## src/rtl/fixpoint_mult_pipe_pkg.sv

```systemverilog
// -----------------------------------------------------------------------------
// fixpoint_mult_pipe_pkg
// Shared fixed-point helpers used by the multiplier pipeline and the adder
// stage: product width derivations and the saturation end-point constants.
// No ports; import with "import fixpoint_mult_pipe_pkg::*;".
// -----------------------------------------------------------------------------
package fixpoint_mult_pipe_pkg;

   // Widest word the saturation helpers can describe.
   localparam int FX_MAX_W = 64;

   typedef logic [FX_MAX_W-1:0] fx_word_t;

   // Integer bits (sign included) of the exact product of two fixed-point operands.
   function automatic int fx_int_p(input int wi1, input int wi2);
      return wi1 + wi2;
   endfunction

   // Fraction bits of the exact product of two fixed-point operands.
   function automatic int fx_frc_p(input int wf1, input int wf2);
      return wf1 + wf2;
   endfunction

   // Largest positive two's-complement value of width w: 0 followed by all ones.
   function automatic fx_word_t fx_sat_max(input int w);
      return (fx_word_t'(64'd1) << (w - 32'sd1)) - fx_word_t'(64'd1);
   endfunction

   // Most negative two's-complement value of width w: 1 followed by all zeros.
   function automatic fx_word_t fx_sat_min(input int w);
      return fx_word_t'(64'd1) << (w - 32'sd1);
   endfunction

endpackage

```

## src/rtl/fixpoint_mult_pipe_if.sv

```systemverilog
// -----------------------------------------------------------------------------
// fixpoint_mult_pipe_if
// Valid/ready stream bundle around the fixed-point multiplier.
//   in_valid/in_ready/in1/in2 : operand pair stream into the block
//   out_valid/out_ready/out   : product stream towards the adder stage
//   OVF                       : saturation flag, aligned with out_valid
// slave  : the multiplier side
// master : the producer/consumer side
// -----------------------------------------------------------------------------
interface fixpoint_mult_pipe_if #(
   parameter int W1 = 7,
   parameter int W2 = 11,
   parameter int WO = 16
) ();

   logic          in_valid;
   logic          in_ready;
   logic [W1-1:0] in1;
   logic [W2-1:0] in2;
   logic          out_valid;
   logic          out_ready;
   logic [WO-1:0] out;
   logic          OVF;

   modport slave (
      input  in_valid, in1, in2, out_ready,
      output in_ready, out_valid, out, OVF
   );

   modport master (
      output in_valid, in1, in2, out_ready,
      input  in_ready, out_valid, out, OVF
   );

endinterface

```

## src/rtl/fixpoint_mult_pipe_resize.sv

```systemverilog
// -----------------------------------------------------------------------------
// fixpoint_resize
// Combinational format conversion of a signed fixed-point word
// Q(WII).(WFI) -> Q(WIO).(WFO).
//   din  : input word, WII+WFI bits, signed
//   dout : converted word, WIO+WFO bits, signed
//   ovf  : 1 when dout was saturated
// Fraction: zero-append when widening, floor (drop LSBs) when narrowing.
// Integer : sign-extend when widening, saturate when narrowing and the
//           discarded MSBs are not a pure sign extension.
// -----------------------------------------------------------------------------
module fixpoint_resize
   import fixpoint_mult_pipe_pkg::*;
#(
   parameter int WII = 10,
   parameter int WFI = 8,
   parameter int WIO = 1,
   parameter int WFO = 15
) (
   input  logic [WII+WFI-1:0] din,
   output logic [WIO+WFO-1:0] dout,
   output logic               ovf
);

   localparam int WIN  = WII + WFI;
   localparam int WOUT = WIO + WFO;
   localparam int WFX  = WII + WFO;   // input integer bits, output fraction bits

   localparam logic [WOUT-1:0] SAT_MAX = WOUT'(fx_sat_max(WOUT));
   localparam logic [WOUT-1:0] SAT_MIN = WOUT'(fx_sat_min(WOUT));

   logic [WFX-1:0] fx_s;

   generate
      if (WFO > WFI) begin : g_frac_ext
         assign fx_s = {din, {(WFO-WFI){1'b0}}};
      end else if (WFO == WFI) begin : g_frac_same
         assign fx_s = din;
      end else begin : g_frac_trunc
         // Dropping LSBs of a two's-complement word rounds toward minus infinity.
         logic drop_unused_s;
         assign fx_s          = din[WIN-1 -: WFX];
         assign drop_unused_s = ^din[WFI-WFO-1:0];
      end

      if (WIO >= WII) begin : g_int_ext
         assign dout = WOUT'($signed(fx_s));
         assign ovf  = 1'b0;
      end else begin : g_int_sat
         // Discarded MSBs plus the surviving sign bit must all agree to fit.
         logic [WII-WIO:0] disc_s;
         logic             fits_s;

         assign disc_s = fx_s[WFX-1:WOUT-1];
         assign fits_s = (&disc_s) | (~|disc_s);

         // Pass through when the value fits, otherwise clamp toward the sign.
         always_comb begin
            dout = fx_s[WOUT-1:0];
            ovf  = 1'b0;
            if (fits_s) begin
               dout = fx_s[WOUT-1:0];
               ovf  = 1'b0;
            end else if (fx_s[WFX-1]) begin
               dout = SAT_MIN;
               ovf  = 1'b1;
            end else begin
               dout = SAT_MAX;
               ovf  = 1'b1;
            end
         end
      end
   endgenerate

endmodule

```

## src/rtl/fixpoint_mult_pipe.sv

```systemverilog
// -----------------------------------------------------------------------------
// fixpoint_mult_pipe
// Three-stage signed fixed-point multiplier with valid/ready flow control.
//   CLK : clock, rising edge
//   RST : asynchronous reset, active low
//   bus : fixpoint_mult_pipe_if.slave
//         in1  Q(WI1).(WF1), in2 Q(WI2).(WF2), out Q(WIO).(WFO), OVF
// Stages: S1 operands, S2 exact product, S3 formatted result + OVF.
// A single advance enable (en = !out_valid || out_ready) moves the whole
// pipeline, so bubbles travel with the data and nothing is lost or repeated.
// -----------------------------------------------------------------------------
module fixpoint_mult_pipe
   import fixpoint_mult_pipe_pkg::*;
#(
   parameter int WI1 = 4,
   parameter int WF1 = 3,
   parameter int WI2 = 6,
   parameter int WF2 = 5,
   parameter int WIO = 1,
   parameter int WFO = 15
) (
   input  logic               CLK,
   input  logic               RST,
   fixpoint_mult_pipe_if.slave bus
);

   localparam int W1   = WI1 + WF1;
   localparam int W2   = WI2 + WF2;
   localparam int INTP = fx_int_p(WI1, WI2);
   localparam int FRCP = fx_frc_p(WF1, WF2);
   localparam int WP   = INTP + FRCP;
   localparam int WO   = WIO + WFO;

   logic                 en_s;
   logic                 v1_r;
   logic                 v2_r;
   logic                 v3_r;
   logic signed [W1-1:0] a_r;
   logic signed [W2-1:0] b_r;
   logic signed [WP-1:0] a_ext_s;
   logic signed [WP-1:0] b_ext_s;
   logic signed [WP-1:0] prod_s;
   logic signed [WP-1:0] prod_r;
   logic        [WO-1:0] res_s;
   logic                 ovf_s;
   logic        [WO-1:0] out_r;
   logic                 ovf_r;

   assign en_s          = ~v3_r | bus.out_ready;
   assign bus.in_ready  = en_s;
   assign bus.out_valid = v3_r;
   assign bus.out       = out_r;
   assign bus.OVF       = ovf_r;

   // Operands are sign-extended to the full product width so the product is exact.
   assign a_ext_s = WP'(a_r);
   assign b_ext_s = WP'(b_r);
   assign prod_s  = a_ext_s * b_ext_s;

   // S1: capture the operand pair.
   always_ff @(posedge CLK or negedge RST) begin
      if (!RST) begin
         v1_r <= 1'b0;
         a_r  <= '0;
         b_r  <= '0;
      end else if (en_s) begin
         v1_r <= bus.in_valid;
         if (bus.in_valid) begin
            a_r <= bus.in1;
            b_r <= bus.in2;
         end
      end
   end

   // S2: register the exact signed product.
   always_ff @(posedge CLK or negedge RST) begin
      if (!RST) begin
         v2_r   <= 1'b0;
         prod_r <= '0;
      end else if (en_s) begin
         v2_r <= v1_r;
         if (v1_r) begin
            prod_r <= prod_s;
         end
      end
   end

   fixpoint_resize #(
      .WII (INTP),
      .WFI (FRCP),
      .WIO (WIO),
      .WFO (WFO)
   ) u_resize (
      .din  (prod_r),
      .dout (res_s),
      .ovf  (ovf_s)
   );

   // S3: register formatted result and OVF; data holds across bubbles and stalls.
   always_ff @(posedge CLK or negedge RST) begin
      if (!RST) begin
         v3_r  <= 1'b0;
         out_r <= '0;
         ovf_r <= 1'b0;
      end else if (en_s) begin
         v3_r <= v2_r;
         if (v2_r) begin
            out_r <= res_s;
            ovf_r <= ovf_s;
         end
      end
   end

endmodule
```

## src/flat_wrapper.sv

```systemverilog
// flat-port wrapper written by rule: the top's interface ports become plain ports
module fixpoint_mult_pipe_flat import fixpoint_mult_pipe_pkg::*;
#(
   parameter int WI1 = 4,
   parameter int WF1 = 3,
   parameter int WI2 = 6,
   parameter int WF2 = 5,
   parameter int WIO = 1,
   parameter int WFO = 15
)
  (CLK, RST, bus_in_valid, bus_in1, bus_in2, bus_out_ready, bus_in_ready, bus_out_valid, bus_out, bus_OVF);
  fixpoint_mult_pipe_if bus_i ();
  input  logic CLK;
  input  logic RST;
  input wire logic [$bits(bus_i.in_valid)-1:0] bus_in_valid;
  input wire logic [$bits(bus_i.in1)-1:0] bus_in1;
  input wire logic [$bits(bus_i.in2)-1:0] bus_in2;
  input wire logic [$bits(bus_i.out_ready)-1:0] bus_out_ready;
  output wire logic [$bits(bus_i.in_ready)-1:0] bus_in_ready;
  output wire logic [$bits(bus_i.out_valid)-1:0] bus_out_valid;
  output wire logic [$bits(bus_i.out)-1:0] bus_out;
  output wire logic [$bits(bus_i.OVF)-1:0] bus_OVF;
  assign bus_i.in_valid = bus_in_valid;
  assign bus_i.in1 = bus_in1;
  assign bus_i.in2 = bus_in2;
  assign bus_i.out_ready = bus_out_ready;
  assign bus_in_ready = bus_i.in_ready;
  assign bus_out_valid = bus_i.out_valid;
  assign bus_out = bus_i.out;
  assign bus_OVF = bus_i.OVF;
  fixpoint_mult_pipe #(.WI1(WI1), .WF1(WF1), .WI2(WI2), .WF2(WF2), .WIO(WIO), .WFO(WFO)) u_core (.CLK(CLK), .RST(RST), .bus(bus_i));
endmodule
```

## config.mk

```make
export PLATFORM = sky130hd
export DESIGN_NAME = fixpoint_mult_pipe_flat
export DESIGN_NICKNAME = d
export VERILOG_FILES = /design/src/rtl/fixpoint_mult_pipe_pkg.sv /design/src/rtl/fixpoint_mult_pipe_if.sv /design/src/rtl/fixpoint_mult_pipe_resize.sv /design/src/rtl/fixpoint_mult_pipe.sv /design/src/flat_wrapper.sv
export SDC_FILE = /design/constraint.sdc
export NUM_CORES = 1
export LEC_CHECK = 0
export ABC_CLOCK_PERIOD_IN_PS = 5600
export CAP_MARGIN = 0
export CORE_MARGIN = 1.5
export CORE_UTILIZATION = 60
export CTS_CLUSTER_SIZE = 20
export DETAILED_ROUTE_END_ITERATION = 10
export GPL_TIMING_DRIVEN = 0
export PLACE_DENSITY = 0.82
export SYNTH_ARGS = -nofsm -noshare
export SYNTH_HDL_FRONTEND = slang
export SYNTH_HIERARCHICAL = 1
export SYNTH_SLANG_ARGS = --single-unit
```

## constraint.sdc

```tcl
create_clock -name CLK -period 5.6 [get_ports CLK]
set_input_delay 1.12 -clock CLK [delete_from_list [all_inputs] [get_ports CLK]]
set_output_delay 1.12 -clock CLK [all_outputs]
set_load 0.01 [all_outputs]
```

==> metrics.txt <==
Longest Clk Path Bufs=2; Syn Area/Cell=10.2 µm²; CP Launch Type=register; CTS Hold Bufs=0; total number of vias=3529; CTS root buf=clkbuf_8; largest area contributor in the netlist=dfrtp_1; vias in the first global route=about 3.5k; Synth area leaders=dfrtp_1, fa_1, ha_1; Max Cap Viol=0; Final Cycle Share=86.8%; RSZ-0062 raised after global routing=false; CTS sink count=56; Clock Skew=between 0.015 and 0.02 ns; Mapped Cells=between 500 and 600; FILL cells=619; Primary FF master, synth=dfrtp_1; CTS buffer count=5; worst endpoint required time=5.82 ns; clock latency at the later pin of the worst-skew pair=roughly 0.32 ns; sequential area share after synthesis=26.9%; RD Place Congestion=0.845; final core area utilization=a little over two thirds; metal3 WL=265 µm; PortBufs=40; Unique masters post-synth=48; status=finished, final reports clean; setup slack, reg-to-reg=0.74 ns; CTS tree=done; wire per inst=14.3 µm; initial drt markers=75; Mapped Nets=around 630; Yosys top cell area share=between 20 and 30%; Setup Viol. Count Final=0; Initial Util=62.7%; share of layout cells above drive strength 1=12.3%; largest net degree at the start of global routing=42; relative slew slack=approximately two thirds; total wire length=9.52 mm; CTS resizes=0; top cells by count, synth=inv_1, fa_1, and2_1; Peak Freq=~0.2 GHz; Post-CTS Setup Bufs=0; minimum clock period=4.86 ns; die width=approximately 96 µm; Post-DRT Antenna Nets=0; Die Area=~0.009 mm²; Metal-1 WL=4.33 mm; max-slew violations=0; number of antenna violations at the first check in global routing=0; FF+latch count, synth=56; TNS Setup=0 ns; Via density=5.30; Post-synth ARST share=100%; worst hold path type=register to register; Die H=96.2 µm; Post-Syn Area=about 0.0052 mm²; drt first pass iters=4; Max Used Layer=met4; WP data arrival=5.08 ns; Hold Vio Cnt, Final=0; top-level port count=41; cell with the most instances after synthesis=inv_1; ant diodes=0; crit path max fanout=10; GRT Total Usage=22.2%; Synth-to-Final Area Change=12.4%; met2 routed WL=about 4.8 mm; H-tree levels=2; # rows=33; first-pass GRT wire length=16.0 mm; DP HPWL=7.87 mm; number of synthesized flops with an enable pin=0; CP Class=register to register; Slew @ Worst Pin=0.501 ns; final net count=677; CTS clk-pin slew, worst paths=0.12 ns; crit end category=register; Core ar.=about 0.0083 mm²; synth warn=6; # DRC=0; gr ovfl total=0
stage by stage:
| stage | setup WS (ns) | cells | hold WS, ns | instance area [µm²] |
|---|---|---|---|---|
| 4_1_cts | 0.762 | 666 | 0.494 | 5850 |
| 3_5_place_dp | 0.802 | 658 | 0.459 | 5750 |
| 6_report | 0.742 | 666 | 0.492 | 5850 |
| 5_1_grt | 0.540 | 666 | 0.531 | 5850 |
| 3_3_place_gp | 0.883 | 657 | 0.451 | 5740 |
| 2_1_floorplan | 1.18 | 512 | 0.436 | 5210 |
metal layers:
layer  global-route usage, %  up-vias
met5                       0        -
met4                    6.25        0
met1                    28.2     1710
met3                    3.16       18
met2                    39.4       70
li1                        -     1731
worst max-delay path, cell delays in order (launching register included):
cell and delay [ns]:
dfrtp_1 0.43, inv_1 0.12, clkbuf_1 0.41, nor2_1 0.14
fa_1 0.53, fa_1 0.53, fa_1 0.54, inv_1 0.05
fa_1 0.52, inv_1 0.04, ha_1 0.36, a21o_1 0.19
a21oi_2 0.19, a21boi_1 0.11, o21a_1 0.20, o21a_1 0.17
o31ai_1 0.22
layout by cell type, fill, tap and decap left out, types with 2 or more instances in the layout:
cell type and count:
ha_1 36, o21a_1 2, o21bai_1 2, and2_1 57
clkbuf_1 11, a21oi_2 2, inv_1 83, clkdlybuf4s50_1 39
buf_4 6, o221ai_1 8, o21ai_1 4, and3_1 2
o31ai_1 3, buf_2 4, xor2_1 7, a21o_1 3
a31oi_1 2, nand2_1 49, nor3_1 4, nand2b_1 3
xnor2_1 10, dfrtp_1 56, nand3_1 2, clkbuf_8 5
o21ai_0 15, nor2_1 13, a21oi_1 9, fa_1 59
mux2_2 39, a211oi_1 2
layout make-up:
| class | count | area, µm² | area share, % |
|---|---|---|---|
| tap | 105 | 131 | 2.25 |
| clock buffer | 5 | 68.8 | 1.18 |
| sequential | 56 | 1400 | 24.0 |
| timing repair buffer | 41 | 415 | 7.10 |
| inverter | 83 | 312 | 5.33 |
| multi-input combinational | 351 | 3370 | 57.6 |
| clock inverter | 3 | 27.5 | 0.471 |
| buffer | 22 | 123 | 2.10 |
registers in the layout, summed over array words and instances (netlist names):
register,cells
u_core/bus.out,16
u_core/v2_r,1
u_core/prod_r,18
u_core/b_r,11
u_core/v1_r,1
u_core/bus.OVF,1
u_core/a_r,7
u_core/bus.out_valid,1
worst paths after layout:
path	start	to	cells past startpoint
max	u_core/a_r[6]$_DFFE_PN0P_	u_core/prod_r[11]$_DFFE_PN0P_	16
min	u_core/v2_r$_DFFE_PN0N_	u_core/bus.out_valid$_DFFE_PN0N_	2
max reg2reg	u_core/a_r[6]$_DFFE_PN0P_	u_core/prod_r[11]$_DFFE_PN0P_	16
min reg2reg	u_core/v2_r$_DFFE_PN0N_	u_core/bus.out_valid$_DFFE_PN0N_	2
max in group asynchronous	RST	u_core/a_r[5]$_DFFE_PN0P_	2
min in group asynchronous	RST	u_core/bus.out[12]$_DFFE_PN0P_	1
kinds of logic (layout without fill, tap and decap cells):
kind of cell | after synthesis | after routing | share of synthesized area (%)
xor gates and xnor gates | 17 | 17 | 2.86
and+or+nand+nor | 141 | 141 | 14.4
AOI/OAI and AO/OA | 59 | 59 | 7.69
adders and majority gates | 95 | 95 | 31.3
buffers and inverters | 105 | 154 | 8.34
DFF | 56 | 56 | 26.9
muxes | 39 | 39 | 8.44
Power is not shown: default switching activity piles up to over one toggle a cycle in this logic, so the estimate is an artifact.
